--- src/rtl/beer_draft_pkg.sv ---
// beer_draft_pkg: state codes and default thresholds shared by the beer tap controller.
// Rev 1.0 -- initial release. Optional input synchronizer macro: BEER_INPUT_SYNC_EN.
`default_nettype none

package beer_draft_pkg;

  typedef enum logic [3:0] {
    ST_IDLE  = 4'h0,
    ST_READY = 4'h1,
    ST_POUR  = 4'h2,
    ST_PAUSE = 4'h3,
    ST_DONE  = 4'h4,
    ST_FAULT = 4'hF
  } state_t;

  localparam int unsigned C_FULL_LEVEL   = 6;
  localparam int unsigned C_POUR_TIMEOUT = 200;

endpackage

`default_nettype wire

--- src/rtl/beer_edge_detect.sv ---
// beer_edge_detect: optional two-flop synchronizer (BEER_INPUT_SYNC_EN) plus rising-edge pulse.
// Rev 1.0 -- initial release.
`default_nettype none

module beer_edge_detect (
  input  logic clk,
  input  logic reset,
  input  logic i_in,
  output logic o_pulse
);

  logic w_level;
  logic r_prev;

`ifdef BEER_INPUT_SYNC_EN
  logic r_sync1;
  logic r_sync2;

  always_ff @(posedge clk or posedge reset) begin
    if (reset) begin
      r_sync1 <= 1'b0;
      r_sync2 <= 1'b0;
    end else begin
      r_sync1 <= i_in;
      r_sync2 <= r_sync1;
    end
  end

  assign w_level = r_sync2;
`else
  assign w_level = i_in;
`endif

  // Previous level resets low so a button already held at reset release yields one pulse.
  always_ff @(posedge clk or posedge reset) begin
    if (reset) r_prev <= 1'b0;
    else       r_prev <= w_level;
  end

  assign o_pulse = w_level & ~r_prev;

endmodule

`default_nettype wire

--- src/rtl/beer_draft_controller.sv ---
// beer_draft_controller: beer tap FSM with cumulative pour timer and registered valve/display.
// Rev 1.0 -- initial release. Optional input synchronizer macro: BEER_INPUT_SYNC_EN.
`default_nettype none

module beer_draft_controller
  import beer_draft_pkg::*;
#(
  parameter int unsigned LEVEL_W      = 3,
  parameter int unsigned FULL_LEVEL   = C_FULL_LEVEL,
  parameter int unsigned POUR_TIMEOUT = C_POUR_TIMEOUT
) (
  input  logic               clk,
  input  logic               reset,
  input  logic               next,
  input  logic               draft,
  input  logic [LEVEL_W-1:0] beer_level,
  output logic               beer,
  output logic [3:0]         state_display
);

  localparam int unsigned   TW           = (POUR_TIMEOUT > 2) ? $clog2(POUR_TIMEOUT) : 1;
  localparam logic [TW-1:0] C_TIMER_LAST = TW'(POUR_TIMEOUT - 1);

  state_t        r_state;
  state_t        w_state_nxt;
  logic [TW-1:0] r_timer;
  logic          w_next_pulse;
  logic          w_draft;
  logic          w_full;
  logic          w_timeout;

  beer_edge_detect u_next_edge (
    .clk     (clk),
    .reset   (reset),
    .i_in    (next),
    .o_pulse (w_next_pulse)
  );

`ifdef BEER_INPUT_SYNC_EN
  logic r_draft_s1;
  logic r_draft_s2;

  always_ff @(posedge clk or posedge reset) begin
    if (reset) begin
      r_draft_s1 <= 1'b0;
      r_draft_s2 <= 1'b0;
    end else begin
      r_draft_s1 <= draft;
      r_draft_s2 <= r_draft_s1;
    end
  end

  assign w_draft = r_draft_s2;
`else
  assign w_draft = draft;
`endif

  assign w_full    = (32'(beer_level) >= FULL_LEVEL);
  assign w_timeout = (r_timer == C_TIMER_LAST);

  always_comb begin
    w_state_nxt = r_state;
    case (r_state)
      ST_IDLE:  if (w_next_pulse) w_state_nxt = ST_READY;
      ST_READY: begin
        if (w_draft && w_full)  w_state_nxt = ST_DONE;
        else if (w_draft)       w_state_nxt = ST_POUR;
        else if (w_next_pulse)  w_state_nxt = ST_IDLE;
      end
      ST_POUR: begin
        if (w_full)             w_state_nxt = ST_DONE;
        else if (w_timeout)     w_state_nxt = ST_FAULT;
        else if (!w_draft)      w_state_nxt = ST_PAUSE;
      end
      ST_PAUSE: begin
        if (w_draft)            w_state_nxt = ST_POUR;
        else if (w_next_pulse)  w_state_nxt = ST_DONE;
      end
      ST_DONE:  if (w_next_pulse) w_state_nxt = ST_IDLE;
      ST_FAULT: if (w_next_pulse) w_state_nxt = ST_IDLE;
      default:  w_state_nxt = ST_IDLE;
    endcase
  end

  // Outputs are loaded from the next-state value so they track r_state with no extra lag.
  always_ff @(posedge clk or posedge reset) begin
    if (reset) begin
      r_state       <= ST_IDLE;
      r_timer       <= '0;
      beer          <= 1'b0;
      state_display <= 4'h0;
    end else begin
      r_state       <= w_state_nxt;
      beer          <= (w_state_nxt == ST_POUR);
      state_display <= w_state_nxt;
      case (r_state)
        ST_IDLE, ST_READY: r_timer <= '0;
        ST_POUR:           if (r_timer != C_TIMER_LAST) r_timer <= r_timer + TW'(1);
        default:           r_timer <= r_timer;
      endcase
    end
  end

endmodule

`default_nettype wire

--- config.mk ---
export PLATFORM = sky130hd
export DESIGN_NAME = beer_draft_controller
export DESIGN_NICKNAME = d
export VERILOG_FILES = /design/src/rtl/beer_draft_pkg.sv /design/src/rtl/beer_edge_detect.sv /design/src/rtl/beer_draft_controller.sv
export SDC_FILE = /design/constraint.sdc
export NUM_CORES = 1
export LEC_CHECK = 0
export BUFFER_PORTS_ARGS = -buffer_cell sky130_fd_sc_hd__buf_2
export CAP_MARGIN = 20
export CORE_MARGIN = 2
export CORE_UTILIZATION = 57
export CTS_BUF_LIST = sky130_fd_sc_hd__clkbuf_4 sky130_fd_sc_hd__clkbuf_8
export DETAILED_ROUTE_END_ITERATION = 16
export PLACE_DENSITY = 0.85
export SLEW_MARGIN = 20
export SYNTH_ARGS = -nofsm -noshare
export SYNTH_HDL_FRONTEND = slang
export SYNTH_SLANG_ARGS = --single-unit
--- constraint.sdc ---
create_clock -name clk -period 2.33 [get_ports clk]
set_clock_uncertainty 0.1 [all_clocks]
set_input_delay 0.233 -clock clk [delete_from_list [all_inputs] [get_ports clk]]
set_output_delay 0.233 -clock clk [all_outputs]
set_load 0.05 [all_outputs]
After elaboration in Yosys (flattened, before gate mapping)
Cells that the tools add are included.
Word-level totals
  word-level logic and storage cells: 35
  input port bits: 7
  flip-flop bits (word level): 14
  output and inout port bits: 5
Cells by class
  bitwise gates (word level): 2
  add/subtract/negate cells: 1
  mux-type cells: 12
  equality and inequality tests: 9
  magnitude comparators: 1
  reductions and logical operators: 6
Operator list (count)
  4-bit 2-to-1 mux: 9
  4-bit case mux with 5 select lines: 1
  8-bit case mux with 2 select lines: 1
  4-bit by 2-bit equality test with 1-bit output, second input constant: 3
  8-bit by 1-bit adder with 8-bit output, second input constant: 1
  8-bit equality test, second input constant: 1
  8-bit 2-to-1 mux: 1
  8-bit != test, second input constant: 1
  4-bit by 1-bit equality test with 1-bit output, second input constant: 1
  4-bit by 3-bit equality test with 1-bit output, second input constant: 1
  4-bit equality test, second input constant: 1
  4-bit zero test: 1
  2-bit OR reduction: 2
  3-bit >= comparator, second input constant: 1
  2-bit != test, second input constant: 1
  2-bit AND reduction: 1
  2-bit nonzero test: 1
  1-bit bitwise AND: 1
  1-bit logical AND: 1
  1-bit inverter: 1

Logic depth before layout (Yosys ltp)
Gate-level depths: netlist of run 1.
  depth after elaboration: 7
  mapped depth: 6
  depth with buffers taken out: 5

Modules after synthesis
From an unflattened synthesis of run 1, not the netlist that was laid out.
Second synthesis, totals
  cells, all modules: 84
  area total of the unflattened synthesis: 793.3 µm²
By module, submodules not included
  beer_draft_controller: cells each 81, instances 1, sequential area each 325.3 µm², area each 750.7 µm²
  beer_edge_detect: cells each 3, instances 1, sequential area each 25.0 µm², area each 42.5 µm²

Worst setup path before layout of run 1
Ideal clock, no wire load.
  kind: flip-flop to flip-flop
  from: register r_state[1]
  to: register r_timer[7]
  path slack: 0.393 ns
  required time: 2.152 ns
  period minus slack after synthesis: 1.937 ns
  stages on the path, launching flop included: 6
  arrival time: 1.760 ns
  setup time: 0.078 ns
  path through: dfrtp_1 > buf_2 > nor4b_4 > nand2_1 > or4_1 > a21oi_1
Between the ends
  cells in the longest elaborated chain, start to end: 4
  elaborated cells on any way between the ends: 8
RTL lines
  start: declaration: RTL line beer_draft_controller.sv:24  | state_t r_state;
  start signal: assignment: RTL line beer_draft_controller.sv:93  | r_state <= w_state_nxt;
  4-bit by 1-bit equality test with 1-bit output / 4-bit zero test (equally long branches): RTL line beer_draft_controller.sv:96  | case (r_state)
  2-bit OR reduction: RTL line beer_draft_controller.sv:96
  2-bit nonzero test (no source line)
  2-bit AND reduction (no source line)
  end signal: assignment: RTL line beer_draft_controller.sv:98  | ST_POUR: if (r_timer != C_TIMER_LAST) r_timer <= r_timer + TW'(1);
  end signal: assignment: RTL line beer_draft_controller.sv:99  | default: r_timer <= r_timer;
  end: declaration: RTL line beer_draft_controller.sv:26  | logic [TW-1:0] r_timer;
Several ways; a longest one is shown, not always the timed one.
A chain may end at the register's enable or synchronous reset.

Worst setup path in the final report of run 1
  from: register r_timer[0]
  to: register r_timer[1]
Between the ends
  cells in the longest elaborated chain, start to end: 3
  elaborated cells on any way between the ends: 6
RTL lines (RTL line)
  8-bit by 1-bit adder with 8-bit output / 8-bit != test (equally long branches): beer_draft_controller.sv:98
  8-bit 2-to-1 mux / 2-bit != test (equally long branches)
  8-bit case mux with 2 select lines / 2-bit AND reduction (equally long branches)
Several ways; a longest one is shown, not always the timed one. The select of a mux whose other input is x is not followed.

==> impl_metrics.ini, run 1 <==
[layout]
drive_gt1_frac = 0.190
nets = 109
syn_to_final_growth_pct = 14.3
n_antenna_cell = 0
fin_util = 0.701

[floorplanning]
num_rows = 13
coreArea_um2 = 1300
die_w_um = 41.4
die_height_um = 41.4
start_util = 0.613
design.die.area_um2 = 1720
io_pins = 12

[sta]
fin_setup_tns_ns = 0
fin_crit_sh = 0.790
slew_viol_final = 0
min_period_ns = 1.84
timing.fmax_mhz = 543
final-hold-violation-count = 0
setup_viol_count_final = 0
slew_headroom = 0.648
tightest_slew_ns = 0.527
rsz0062_at_grt = no

[logic_synthesis]
synth_cells = 86
ys_warn_count = 0
syn_area_per_cell_um2 = 9.28
synth.ff_latch_count = 14
yosysSeqAreaShare = 0.439
synth_nets = 94
netlist_area_um2 = 798
yosysUniqueCellTypes = 33

[cts]
cts_buffers = 3
cts_tree = yes
cts_root_buffer = clkbuf_4
cts.path.max_buffers = 2
post_cts_resized = 0
cts_setup_buffers = 0
cts_num_sinks = 14
htreeDepth = 1
clk_pin_slew_worst_paths_ns = 0.08
ctsHoldBuffers = 2
clk_latency_ns = 0.28

[worst_setup_path]
critPathCaptureType = flop
critPathSlowestCell = or4_1
worstPathRequired_ns = 2.43
start_kind = flop
critPathBufInv = 0
crit_family = simple AND/OR/NAND/NOR gates
setup.worst_path.class = flop to flop
critPathMaxFanout = 4
crit_chain = ha_1, nand4_1, or4_1, a21o_1, o21ai_0
arrival_ns = 1.94
slowest_delay_ns = 0.50

[run]
drv_cap = 0

[power_and_ir_drop]
power_leakage_nw = 0.414
peakVddDrop_mv = 0.865
power_density_nw_per_um2 = 970

[detailed_routing]
firstDrtPassIters = 4
drc = 0
via_per_inst = 6.17
drt-total-wl_um = 1700
routedWlPerCell_um = 14.7
vias = 710
drt_iter0_drc = 22
ant_nets = 0

[grt]
antenna_found_initial = 0
grt_first_pass_wirelength_um = 3000
grt_pass1_vias = 661
track_usage = 0.229
grt_max_degree = 15
overflow = 0

[placed_design]
place_congestion = 0.913
numPortBuffers = 10
dp_hpwl_um = 1180

[min_path]
hold_path_class = input port to flop

[outcome]
status = complete, no violations
-- stage by stage --
| step | worst slack, ns | power (mW) | hold WS [ns] | std cells | cell area [um^2] |
|---|---|---|---|---|---|
| global placement | 0.553 | 0.694 | 0.184 | 109 | 856 |
| detailed placement | 0.492 | 0.710 | 0.197 | 109 | 856 |
| CTS | 0.478 | 0.883 | 0.189 | 115 | 912 |
| global route | 0.335 | 0.941 | 0.231 | 115 | 912 |
| floorplan | 0.393 | 0.625 | 0.0222 | 86 | 798 |
| finish | 0.490 | 0.884 | 0.182 | 115 | 912 |
-- cells in the final DEF, fill, tap and decap left out, types with 3 or more instances in the layout --
cell type,netlist,routed
nand2_1,14,14
dfrtp_1,14,14
buf_2,3,10
nor2_1,5,5
nand4_1,4,4
o21ai_0,4,4
xor2_1,4,4
a21oi_1,4,4
nor3_1,3,3
or3_1,3,3
clkbuf_4,0,3
-- synthesized netlist by cell type --
library cell	count	area, um^2
dfrtp_1	14	350
nand2_1	14	52.6
nor2_1	5	18.8
a21oi_1	4	20.0
nand4_1	4	25.0
o21ai_0	4	20.0
xor2_1	4	35.0
buf_2	3	15.0
nor3_1	3	15.0
or3_1	3	18.8
a31oi_1	2	12.5
and3_1	2	12.5
inv_1	2	7.51
nand2b_1	2	12.5
or4_1	2	15.0
a21o_1	1	7.51
a311oi_1	1	8.76
a31o_2	1	8.76
a32o_1	1	10.0
a41oi_1	1	8.76
buf_6	1	11.3
ha_1	1	12.5
mux2i_1	1	10.0
nand3_1	1	5.00
nor2b_1	1	6.26
nor3b_1	1	7.51
nor4_1	1	6.26
nor4b_4	1	23.8
o211ai_1	1	7.51
o221ai_1	1	8.76
o31ai_1	1	7.51
o41a_1	1	11.3
or2_2	1	6.26
-- report_power, final --
part / internal, mW / switching (mW) / total, mW
Combinational: 0.126 / 0.235 / 0.362
Clock: 0.0952 / 0.0813 / 0.176
Sequential: 0.277 / 0.0687 / 0.346
Total: 0.499 / 0.385 / 0.884
-- tightest hold or removal path, stage by stage --
cell and delay, ns:
buf_2 0.08, nand2_1 0.08, nand2_1 0.09, nand2_1 0.05
-- sequential cells by signal, indices dropped and copies added (netlist names) --
register            cells
beer                    1
u_next_edge.r_prev      1
r_timer                 8
r_state                 4
-- logic make-up (layout without fill, tap and decap cells) --
group / after synthesis / after routing / synth area share
flip-flops: 14 / 14 / 0.439
XOR/XNOR: 4 / 4 / 0.0439
buffers and inverters: 6 / 20 / 0.0423
adder cells (fa/ha/maj): 1 / 1 / 0.0157
AND/OR/NAND/NOR: 41 / 41 / 0.282
multiplexers: 1 / 1 / 0.0125
AO/OA/AOI/OAI: 19 / 19 / 0.165
-- worst paths after layout --
path | start | to | depth (start not counted) | slack (ns)
min in group asynchronous | reset | r_timer[1] | 3 | 0.42
min | beer_level[1] | r_state[1] | 4 | 0.18
max | r_timer[0] | r_timer[1] | 5 | 0.49
max reg2reg | r_timer[0] | r_timer[1] | 5 | 0.49
max in group asynchronous | reset | r_timer[4] | 3 | 1.36
min reg2reg | r_timer[0] | r_timer[0] | 1 | 0.40
-- final cells by class --
| type | instances | area, um^2 |
|---|---|---|
| repair buffers | 14 | 85.1 |
| flip-flops and latches | 14 | 350 |
| inverters | 2 | 7.51 |
| fillers | 105 | 389 |
| well taps | 15 | 18.8 |
| clock buffers | 4 | 36.3 |
| multi-input cells | 66 | 414 |
-- metal layers --
metal / GRT usage / part of all wire / vias up
met3: 0.0391 / 0.036 / 5
met5: 0 / 0 / -
li1: - / - / 348
met1: 0.299 / 0.44 / 340
met2: 0.375 / 0.50 / 17
met4: 0.0968 / 0.018 / 0
Power figures use the tool's default switching activity.
==> inputs of run 2 (changes only) <==
- CORE_UTILIZATION: 57 -> 52
- PLACE_DENSITY: 0.85 -> 0.82
- clock period: 2.33 -> 1.6 ns (I/O delays scaled with it)
==> run 2 against run 1 <==
- the run now ends with setup timing left
- core utilization grew 3.7 points
- combinational power is 95% higher
- global-route usage up 4.4 points
- critical path type unchanged
- largest cell class unchanged
- design area is 19% higher
- critical endpoint is now r_timer[0]
==> impl_metrics.ini, run 2 (synthesis gave the netlist of run 1 again) <==
[layout]
nets = 124
drive_gt1_frac = 0.426
fin_area_um2 = 1090
syn_to_final_growth_pct = 36.0
n_antenna_cell = 0
top_regs = r_timer: 8 flops, r_state: 4 flops
largest_reg_flops = 8
final_common_cell = buf_4
fin_util = 0.738
fin_cells = 131
layout_common_cells = buf_4, nand2_1, buf_2
regMostFlops = r_timer

[detailed_routing]
ant_nets = 0
drt_iter0_drc = 44
vias = 828
drc = 0
firstDrtPassIters = 4
via_per_inst = 6.32
drt-total-wl_um = 2210
routedWlPerCell_um = 16.9

[grt]
track_usage = 0.273
grt_max_degree = 15
grt_pass1_vias = 793
overflow = 0
grt_first_pass_wirelength_um = 3660
antenna_found_initial = 0

[floorplanning]
die_height_um = 43.2
die_w_um = 43.2
coreArea_um2 = 1470
design.die.area_um2 = 1860
start_util = 0.543
num_rows = 14
io_pins = 12

[sta]
fin_setup_tns_ns = -0.543
fin_crit_sh = 1.08
final-hold-violation-count = 0
setup_ws_ns = -0.122
slew_viol_final = 0
rsz0062_at_grt = yes
min_period_ns = 1.72
slew_headroom = 0.642
timing.fmax_mhz = 581
tightest_slew_ns = 0.536
setup_viol_count_final = 7
holdWs_ns = 0.136

[cts]
cts_tree = yes
clk_pin_slew_worst_paths_ns = 0.09
cts_root_buffer = clkbuf_4
cts_num_sinks = 14
clk_latency_ns = 0.29
htreeDepth = 1
cts.path.max_buffers = 2
cts_buffers = 3

[worst_setup_path]
setup.worst_path.class = flop to flop
start_kind = flop
slowest_delay_ns = 0.54
worstPathRequired_ns = 1.72
crit_chain = ha_2, nand4_1, or4_4, a21o_1, mux2i_1
critPathCaptureType = flop
rr_startpoint = r_timer[0]
timing.critical_path.from = r_timer[0]
arrival_ns = 1.84
crit_family = simple AND/OR/NAND/NOR gates
critPathBufInv = 0
critPathSlowestCell = or4_4
critPathMaxFanout = 4

[run]
drv_cap = 0

[min_path]
worstHoldStart = beer_level[1]
hold_path_class = input port to flop

[placed_design]
place_congestion = 0.914
numPlacedInstances = 121
numPortBuffers = 10
placed_cell_area_um2 = 962
dp_slack_ns = -0.0878
dp_hpwl_um = 1370

[outcome]
status = complete, but fails checks
violations = setup timing

[power_and_ir_drop]
power_leakage_nw = 0.482
p_total_mw = 1.43
peakVddDrop_mv = 1.04
power_density_nw_per_um2 = 1310
==> run 2: routing by layer <==
layer  share of wire  vias up  GRT usage
li1                -      377          -
met1            0.39      386      0.350
met2            0.49       57      0.424
met3           0.097        8     0.0809
met4           0.024        0      0.115
met5               0        -          0
==> run 2: layout make-up <==
cell class / instances / area (um^2)
Sequential cell: 14 / 359
Timing Repair Buffer: 29 / 205
Inverter: 2 / 7.51
Clock buffer: 4 / 36.3
Tap cell: 16 / 20.0
Multi-Input combinational cell: 66 / 458
Fill cell: 95 / 385
==> run 2: worst paths after layout <==
check                                endpoint  slack (ns)  depth (start not counted)
min in group asynchronous  u_next_edge.r_prev        0.34                          3
min                                r_state[1]        0.14                          4
min reg2reg                        r_timer[7]        0.47                          2
max                                r_timer[0]       -0.12                          5
max in group asynchronous          r_timer[3]        0.67                          3
max reg2reg                        r_timer[0]       -0.12                          5
==> run 2: report_power, final <==
group	internal (mW)	switching (mW)	total, mW
clock	0.139	0.130	0.269
sequential	0.411	0.0431	0.454
combinational	0.264	0.441	0.705
==> run 2: repair_timing <==
item                                   4_1_cts  5_1_grt
buffers inserted                             3        1
endpoints found under the hold margin       15        0
pin swaps                                    8        3
gates resized for setup                      3       10
setup endpoints to repair                    8       10
hold buffers                                 2        0
==> run 2: worst reg2reg max path, cell delays in order, from the launching register on <==
cell and delay [ns]:
dfrtp_1 0.37, ha_2 0.19, nand4_1 0.12, or4_4 0.54, a21o_1 0.20, mux2i_1 0.13
